[config.mk]
export PLATFORM = sky130hd
export DESIGN_NAME = gray_seq_ctrl
export DESIGN_NICKNAME = d
export VERILOG_FILES = /design/src/rtl/gray_seq_pkg.sv /design/src/rtl/gray_core.sv /design/src/rtl/gray_seq_ctrl.sv
export SDC_FILE = /design/constraint.sdc
export NUM_CORES = 1
export LEC_CHECK = 0
export CAP_MARGIN = 40
export CORE_MARGIN = 5
export CORE_UTILIZATION = 53
export DETAILED_ROUTE_END_ITERATION = 7
export PLACE_DENSITY = 0.82
export SYNTH_ARGS = -nofsm -noshare
export SYNTH_HDL_FRONTEND = slang
export SYNTH_SLANG_ARGS = --single-unit
[constraint.sdc]
create_clock -name clk -period 3.28 [get_ports clk]
set_clock_uncertainty 0.15 [all_clocks]
set_input_delay 0.492 -clock clk [delete_from_list [all_inputs] [get_ports clk]]
set_output_delay 0.492 -clock clk [all_outputs]
set_load 0.1 [all_outputs]
[src/rtl/gray_seq_pkg.sv]
`default_nettype none
// ============================================================================
// Module      : gray_seq_pkg
// Description : Shared types and constants for the gray-code sequencer:
//               FSM state encoding and count-direction constants.
// Revision    : 1.0 - initial release
// ============================================================================
package gray_seq_pkg;

  // Sequencer states; encoding is fixed so other FSMs can decode it.
  typedef enum logic [1:0] {
    IDLE  = 2'd0,
    RUN   = 2'd1,
    PAUSE = 2'd2,
    DONE  = 2'd3
  } state_t;

  // Count direction as latched from the dir input.
  localparam logic DIR_UP = 1'b0;
  localparam logic DIR_DN = 1'b1;

endpackage : gray_seq_pkg
`default_nettype wire

[src/rtl/gray_core.sv]
`default_nettype none
// ============================================================================
// Module      : gray_core
// Description : Binary up/down counter with a registered gray-code view.
//               The gray register is loaded from the next binary value so
//               that both update on the same edge.
// Revision    : 1.0 - initial release
// ============================================================================
module gray_core
  import gray_seq_pkg::*;
#(
  parameter int WIDTH = 4
) (
  input  logic             clk,
  input  logic             rst,
  input  logic             en,
  input  logic             dir,
  input  logic             clr,
  output logic [WIDTH-1:0] gray
);

  logic [WIDTH-1:0] b_q;
  logic [WIDTH-1:0] b_d;
  logic [WIDTH-1:0] gray_q;
  logic [WIDTH-1:0] gray_d;

  // Next binary count: clear wins over a step; steps wrap modulo 2^WIDTH.
  always_comb begin
    b_d = b_q;
    if (clr) begin
      b_d = '0;
    end else if (en) begin
      if (dir == DIR_DN) begin
        b_d = b_q - WIDTH'(1);
      end else begin
        b_d = b_q + WIDTH'(1);
      end
    end
    gray_d = b_d ^ (b_d >> 1);
  end

  // Binary count and its gray image registered together.
  always_ff @(posedge clk or posedge rst) begin
    if (rst) begin
      b_q    <= '0;
      gray_q <= '0;
    end else begin
      b_q    <= b_d;
      gray_q <= gray_d;
    end
  end

  assign gray = gray_q;

endmodule : gray_core
`default_nettype wire

[src/rtl/gray_seq_ctrl.sv]
`default_nettype none
// ============================================================================
// Module      : gray_seq_ctrl
// Description : Command-driven sequencer stepping a gray-code counter a
//               programmed number of times, with pause, abort and clear.
//               busy/step/done are registered so they line up with the
//               registered gray output.
// Revision    : 1.0 - initial release
// ============================================================================
module gray_seq_ctrl
  import gray_seq_pkg::*;
#(
  parameter int WIDTH = 4
) (
  input  logic             clk,
  input  logic             rst,
  input  logic             start,
  input  logic             dir,
  input  logic [WIDTH-1:0] len,
  input  logic             pause,
  input  logic             abort,
  input  logic             clr,
  output logic [WIDTH-1:0] gray,
  output logic             busy,
  output logic             step,
  output logic             done
);

  state_t           state_q;
  state_t           state_d;
  logic [WIDTH-1:0] rem_q;
  logic [WIDTH-1:0] rem_d;
  logic             dir_q;
  logic             dir_d;
  logic             busy_q;
  logic             busy_d;
  logic             step_q;
  logic             step_d;
  logic             done_q;
  logic             done_d;
  logic             core_en;
  logic             core_clr;

  // Counter datapath; only steps when the FSM commits a step this cycle.
  gray_core #(
    .WIDTH (WIDTH)
  ) u_core (
    .clk  (clk),
    .rst  (rst),
    .en   (core_en),
    .dir  (dir_q),
    .clr  (core_clr),
    .gray (gray)
  );

  // Next-state, remaining-step bookkeeping and datapath controls.
  // Priority inside a run is abort, then pause, then step.
  always_comb begin
    state_d  = state_q;
    rem_d    = rem_q;
    dir_d    = dir_q;
    core_en  = 1'b0;
    core_clr = 1'b0;

    unique case (state_q)
      IDLE: begin
        // clr and start together: the clear lands on this edge, so the
        // run's first step starts from zero.
        core_clr = clr;
        if (start) begin
          if (len != '0) begin
            state_d = RUN;
            rem_d   = len;
            dir_d   = dir;
          end else begin
            state_d = DONE;
          end
        end
      end

      RUN: begin
        if (abort) begin
          state_d = IDLE;
        end else if (pause) begin
          state_d = PAUSE;
        end else begin
          core_en = 1'b1;
          rem_d   = rem_q - WIDTH'(1);
          if (rem_q == WIDTH'(1)) begin
            state_d = DONE;
          end
        end
      end

      PAUSE: begin
        // Resuming costs one cycle: the step happens from RUN only.
        if (abort) begin
          state_d = IDLE;
        end else if (!pause) begin
          state_d = RUN;
        end
      end

      DONE: begin
        state_d = IDLE;
      end

      default: begin
        state_d = IDLE;
      end
    endcase

    busy_d = (state_d == RUN) || (state_d == PAUSE);
    step_d = core_en;
    done_d = (state_d == DONE);
  end

  // State, latched run parameters and registered status outputs.
  always_ff @(posedge clk or posedge rst) begin
    if (rst) begin
      state_q <= IDLE;
      rem_q   <= '0;
      dir_q   <= DIR_UP;
      busy_q  <= 1'b0;
      step_q  <= 1'b0;
      done_q  <= 1'b0;
    end else begin
      state_q <= state_d;
      rem_q   <= rem_d;
      dir_q   <= dir_d;
      busy_q  <= busy_d;
      step_q  <= step_d;
      done_q  <= done_d;
    end
  end

  assign busy = busy_q;
  assign step = step_q;
  assign done = done_q;

endmodule : gray_seq_ctrl
`default_nettype wire

* Yosys cells after proc, flatten, opt, wreduce, memory -nomap -nowiden
Cells that the tools add are included.
Storage, ports and cells: flip-flop bits (word level) 18, input port bits 11, logic and storage cells 49
Operators by class: add/subtract/negate cells 3, equal/unequal tests 11, mux-type cells 20, bitwise operators 1, reduce and logical (&&, ||, !) cells 6
Operator list (count):
- $mux 4 | 7
- $mux 2 | 7
- $eq 2x2->1 const B | 4
- $ne 2x2->1 const B | 4
- $pmux 2 s4 | 1
- $pmux 4 s2 | 1
- $sub 4x1->4 const B | 2
- $reduce_and 5->1 | 1
- $add 4x1->4 const B | 1
- $eq 2x1->1 const B | 2
- $eq 4x1->1 const B | 1
- $mux 1 | 4
- $reduce_bool 4->1 | 1
- $xor 4x3->4 | 1
- $reduce_and 3->1 | 1
- $logic_not 2->1 | 1
- $reduce_bool 2->1 | 1
- $logic_or 1x1->1 | 1

* Logic depth before layout (Yosys ltp)
Gate-level depths: netlist of the first run.
word-level depth 7, gate-level depth with buffers 7, mapped depth without buffers 7

* By module
A second synthesis of the first run with hierarchy kept.
Second synthesis, totals: cell total of the unflattened synthesis 96, area, all modules 959.7 um2
Modules (own cells, without submodules):
- gray_seq_ctrl | instances 1, cells an instance 55, area an instance 524.3 um2, seq. area each 250.2 um2
- gray_core | instances 1, cells an instance 41, area an instance 435.4 um2, seq. area each 175.2 um2

* Worst setup path before layout of the first run
Ideal clock, no wire load.
path type input to register, from in pause, to reg u_core.gray_q[2] (netlist: u_core.gray[2]), library setup time 0.124 ns, data arrival time 1.604 ns, path slack 1.402 ns, stages 5, cells stage by stage nor4b_4 > mux2i_1 > xor2_1 > xnor2_1 > nor2_1
On the way: cells in the longest elaborated chain, start to end 6
Ends and longest elaborated chain:
- start: declaration | RTL line gray_seq_ctrl.sv:20 | input logic pause,
- $mux 1 | RTL line gray_seq_ctrl.sv:84 | end else if (pause) begin
- $mux 1 | RTL line gray_seq_ctrl.sv:82 | if (abort) begin
- $mux 1 | RTL line gray_seq_ctrl.sv:65 | unique case (state_q)
- $mux 4 | RTL line gray_core.sv:32 | end else if (en) begin
- $mux 4 | RTL line gray_core.sv:30 | if (clr) begin
- $xor 4x3->4 | RTL line gray_core.sv:39 | gray_d = b_d ^ (b_d >> 1);
- via u_core.gray_d[2] | RTL line gray_core.sv:25 | logic [WIDTH-1:0] gray_d;
- end signal: assignment | RTL line gray_core.sv:49 | gray_q <= gray_d;
- end: declaration | RTL line gray_core.sv:24 | logic [WIDTH-1:0] gray_q;
The timed path passes the listed nets, and every way through them passes these cells. A chain may end at the register's enable or synchronous reset.

* Worst setup path in the final report of the first run
from in len[0], to reg rem_q[0]
On the way: cells in the longest elaborated chain, start to end 3
Ends and longest elaborated chain:
- start: declaration | RTL line gray_seq_ctrl.sv:19 | input logic [WIDTH-1:0] len,
- $reduce_bool 4->1 / $mux 4 (equally long branches) | RTL line gray_seq_ctrl.sv:71 | if (len != '0) begin
- $ne 2x2->1 (no line) / $mux 4 (equally long branches)
- $reduce_and 5->1 (no line) / $pmux 4 s2 (equally long branches)
- end signal: assignment | RTL line gray_seq_ctrl.sv:129 | rem_q <= rem_d;
- end: declaration | RTL line gray_seq_ctrl.sv:31 | logic [WIDTH-1:0] rem_q;
Parallel ways exist; a longest one is shown, timed or not. The select of a mux whose other input is x is not followed.

==> results.toml, run 1 <==
[yosys]
yosysSeqAreaShare_pct = 47.8
yosys.area_share.simple_pct = 16.6
synth_xor_area_share_pct = 6.89
synth_area_leaders = "dfrtp_1 48%, ha_1 7.0%, nor2_1 4.6%"
synth_top_family_by_area = "simple AND/OR/NAND/NOR gates"
synthMuxAreaShare_pct = 2.25
syn_inst = 86
syn_nets = 103
yosys.area_share.adder_pct = 9.28
yosys.cell_types.count = 29
synth_top_cell_by_area = "dfrtp_1"
syn_area_per_cell_um2 = 10.3
ys_seq_elements = 17
yosys_warnings = 0
synth_top_area_share_pct = 47.8
syn_area_um2 = 890
synth-compound-area-share_pct = 13.4

[clocking]
cts.sinks = 17
cts_resized = 0
htree_levels = 1
cts_root_buffer = "clkbuf_4"
clockBufferDepth = 2
clk_pin_slew_ns = 0.09
cts_hold_buffers = 0
numCtsBuffers = 3
cts_tree = "done"
insertion_delay_ns = 0.29
postCtsSetupBuffers = 0

[cells_and_area]
drive_above_1_share_pct = 12.4
final_common_cell = "dfrtp_1"
area_growth_pct = 21.1
insertedDiodeCount = 0
layout_common_cells = "17 x dfrtp_1, 11 x nor2_1, 10 x clkdlybuf4s50_1"
nets = 123
fin_area_um2 = 1080

[place]
dpl-instance-area_um2 = 1050
pre_cts_slack_ns = 0.774
gp_congestion = 0.847
portBuffers = 17
dp_hpwl_um = 1330

[setup_path]
path_class = "in -> reg"
worst_ep_arrival_time_ns = 2.28
end_kind = "flop"
required_ns = 3.35
cp-start-kind = "input pin"
path_max_fanout = 8

[route]
ant_nets = 0
drt-total-wl_um = 1730
via_per_inst = 5.45
vias = 660
drc = 0
dr.first_iter.drc_count = 8
firstDrtPassIters = 4
wl_per_cell_um = 14.3

[die]
core_area_um2 = 1540
start_util_pct = 57.7
die_h_um = 51.0
dieArea_um2 = 2600
die_w_um = 51.0
ios = 18
fp-row-count = 14

[sta]
timing.final.ws_setup_ns = 1.07
fmax_mhz = 452
tightest_slew_ns = 0.644
whs_ns = 0.425
fin_setup_tns_ns = 0
slew_violations = 0
slew_headroom_pct = 57.0
finalSetupViolations = 0
finalCritPeriodShare_pct = 67.4
final_hold_viol_count = 0
rsz0062_at_grt = "no"
period_minus_slack_ns = 2.21

[grt]
grt-ovfl-total = 0
grt_pass1_wl_um = 2910
grt_pass1_vias = 693
grt.total_usage_pct = 15.1
grt_max_degree = 18
antenna_found_initial = 0

[job]
maxCapViolations = 0

[power]
total_power_mw = 0.914
ir_worst_vdd_v = 0.000554
power.density_nw_per_um2 = 848
p_leak_nw = 0.500

[min_path]
holdCritPathClass = "reg -> reg"

[run_status]
run_status = "finished, final reports clean"
## worst paths after layout
check	startpoint	end	slack (ns)	depth (start not counted)
min in group asynchronous	rst	rem_q[3]	0.43	2
worst max register to register	dir_q	u_core.gray[2]	1.30	7
worst max-delay path	len[0]	rem_q[0]	1.07	6
worst min register to register	rem_q[3]	rem_q[3]	0.42	2
worst min-delay path	rem_q[3]	rem_q[3]	0.42	2
max in group asynchronous	rst	u_core.b_q[2]	2.14	2
## through the flow
step                cells  utilization, %
global route          121            69.9
detailed placement    117            68.2
global placement      117            68.2
CTS                   121            69.9
finish                121            69.9
floorplan              86               -
## worst max-delay path, cell delays in order
cell	delay [ns]
clkdlybuf4s50_1	0.43
nor4_1	0.45
and3b_1	0.26
nor2_1	0.38
a211oi_1	0.13
a21oi_1	0.14
## state kept, by name, summed over array words and instances, names as in the netlist
signal and cells:
state_q 2, u_core.b_q 4, dir_q 1, step 1, done 1, u_core.gray 3
rem_q 4, busy 1
## metal layers
metal  up-vias  GRT usage [%]  wire (um)
met5         -              0          0
li1        332              -          -
met1       311           16.0        740
met2        13           25.8        862
met3         4           5.52         93
met4         0           7.66         28
## cell type report
cell class | count | area, um2
clock buffers | 4 | 26.3
multi-input cells | 61 | 430
fillers | 115 | 464
well taps | 16 | 20.0
inverters | 6 | 22.5
repair buffers | 17 | 153
flip-flops and latches | 17 | 425
## cells by family after synthesis
logic type                 count (synthesis)
and+or+nand+nor                           26
AOI/OAI and AO/OA                         20
DFF                                       17
buffers and inverters                      8
xor gates and xnor gates                   7
adders and majority gates                  6
muxes                                      2
## cells in the mapped netlist, drive strengths merged
| cell type | number |
|---|---|
| nand2 | 2 |
| nor4b | 1 |
| nand3 | 2 |
| nor2 | 12 |
| nor3b | 1 |
| buf | 1 |
| ha | 5 |
| inv | 6 |
| a211oi | 3 |
| clkbuf | 1 |
| and2 | 1 |
| nand2b | 1 |
| and3 | 1 |
| or3 | 1 |
| mux2i | 2 |
| nor4 | 1 |
| nor3 | 1 |
| and3b | 1 |
| xnor2 | 3 |
| nor2b | 1 |
| fa | 1 |
| a21oi | 7 |
| o21bai | 1 |
| o21ai | 8 |
| o22a | 1 |
| xor2 | 4 |
| dfrtp | 17 |
## power breakdown
part           switching, mW  internal [mW]  leakage [nW]
Combinational          0.330          0.145         0.266
Sequential            0.0502          0.277         0.219
Clock                 0.0645         0.0473        0.0150
Total                  0.444          0.470         0.500
Power figures use the tool's default switching activity.
==> run 2, diff against run 1 <==
CORE_UTILIZATION = 44   (was 53)
PLACE_DENSITY = 0.73   (was 0.82)
clock period = 1.9 ns   (was 3.28 ns; I/O delays follow)
==> results.toml, run 2 (same netlist as run 1, synthesis figures left out) <==
[die]
dieArea_um2 = 3020
core_area_um2 = 1940
fp-row-count = 16
start_util_pct = 45.8
ios = 18
die_h_um = 55.0
die_w_um = 55.0

[place]
placed_cells = 140
pre_cts_slack_ns = -0.162
gp_congestion = 0.803
dp_hpwl_um = 1370
portBuffers = 17

[power]
p_sw_mw = 0.809
switching_share_pct = 45.2
p_int_mw = 0.982
share_comb_of_total_power_pct = 56.4
total_power_mw = 1.79
p_leak_nw = 0.586
power.density_nw_per_um2 = 1380
pwr-share-clk_pct = 11.0
ir_worst_vdd_v = 0.000858
power_frac_seq_pct = 32.6

[route]
wl_per_cell_um = 12.4
via_per_inst = 5.03
drt-total-wl_um = 1790
drc = 0
ant_nets = 0
dr.first_iter.drc_count = 13
vias = 730
firstDrtPassIters = 4

[setup_path]
cp-start-kind = "flop"
r2r_cells = 7
required_ns = 1.94
path_max_fanout = 2
path_class = "reg -> reg"
end_kind = "flop"
r2r_slack_ns = 0.11
r2r_start = "dir_q"
worst_ep_arrival_time_ns = 1.82
r2r-end = "u_core.gray[2]"

[sta]
timing.final.ws_setup_ns = 0.113
whs_ns = 0.134
finalSetupViolations = 0
slew_headroom_pct = 75.2
period_minus_slack_ns = 1.79
final_hold_viol_count = 0
slew_violations = 0
rsz0062_at_grt = "no"
fmax_mhz = 560
tightest_slew_ns = 0.369
finalCritPeriodShare_pct = 94.0

[clocking]
clockBufferDepth = 2
cts_hold_buffers = 0
cts_tree = "done"
numCtsBuffers = 3
cts_root_buffer = "clkbuf_4"
htree_levels = 1
insertion_delay_ns = 0.29
clk_pin_slew_ns = 0.10
cts.sinks = 17

[run_status]
run_status = "finished, final reports clean"

[min_path]
holdCritPathClass = "in -> async"

[job]
maxCapViolations = 0

[grt]
antenna_found_initial = 0
grt.total_usage_pct = 14.3
grt_pass1_vias = 739
grt_max_degree = 18
grt_pass1_wl_um = 2990
grt-ovfl-total = 0

[cells_and_area]
insertedDiodeCount = 0
nets = 136
area_growth_pct = 45.6
drive_above_1_share_pct = 24.6
layout_common_cells = "17 x dfrtp_1, 13 x buf_4, 11 x nor2_1"
fin_cells = 145
final_common_cell = "dfrtp_1"
n_fill_cell = 162
-- run 2: through the flow --
step | setup TNS [ns] | cell area, um2 | utilization, %
3_5_place_dp | -1.11 | 1240 | 64.0
6_report | 0 | 1290 | 66.7
3_3_place_gp | -0.853 | 1240 | 64.0
4_1_cts | 0 | 1280 | 65.7
5_1_grt | 0 | 1290 | 66.7
2_1_floorplan | 0 | 890 | -
-- run 2: worst max-delay path by stage --
stage	start	end	slack (ns)	cells past startpoint
after global routing	state_q[1]	rem_q[2]	0.0005	6
after floorplan	dir_q	u_core.gray[2]	0.04	7
after detailed placement	pause	rem_q[1]	-0.16	7
after CTS	dir_q	u_core.gray[2]	0.03	7
final	dir_q	u_core.gray[2]	0.11	7
after global placement	pause	u_core.gray[2]	-0.14	6
-- run 2: worst max-delay path: stages, from the launching register on --
cell and delay, ns:
dfrtp_1 0.36, inv_1 0.07, fa_2 0.39, xnor2_1 0.13
mux2i_1 0.21, xor2_1 0.19, xnor2_1 0.13, nor2_1 0.05
-- run 2: metal layers --
layer / track usage [%] / wire length (um) / up-vias
met1: 17.1 / 817 / 352
met4: 9.72 / 54 / 0
met2: 23.2 / 838 / 14
li1: - / - / 359
met5: 0 / 0 / -
met3: 2.68 / 83 / 5
-- run 2: timing repair --
action                                  CTS  global route
endpoints found under the setup margin    2             3
buffers inserted                          1             0
resized for setup                         1             3
-- run 2: layout make-up --
cell class | instances | area, um2 | area share [%]
multi-input cells | 61 | 449 | 34.7
flip-flops and latches | 17 | 425 | 32.9
repair buffers | 30 | 338 | 26.1
well taps | 27 | 33.8 | 2.61
clock buffers | 4 | 26.3 | 2.03
inverters | 6 | 22.5 | 1.74
-- run 2: power by group through the flow --
| stage | sequential [mW] | clock, mW | combinational (mW) |
|---|---|---|---|
| after floorplan | 0.825 | 0 | 0.384 |
| after global placement | 0.585 | 0 | 0.957 |
| after detailed placement | 0.587 | 0 | 0.984 |
| after CTS | 0.582 | 0.211 | 0.998 |
| after global routing | 0.598 | 0.221 | 1.08 |
| final | 0.585 | 0.197 | 1.01 |
==> run 3, diff against run 2 <==
SLEW_MARGIN = 0   (was unset)
==> results of run 3 <==
Final layout, timing and power as in run 2 (identical DEF).
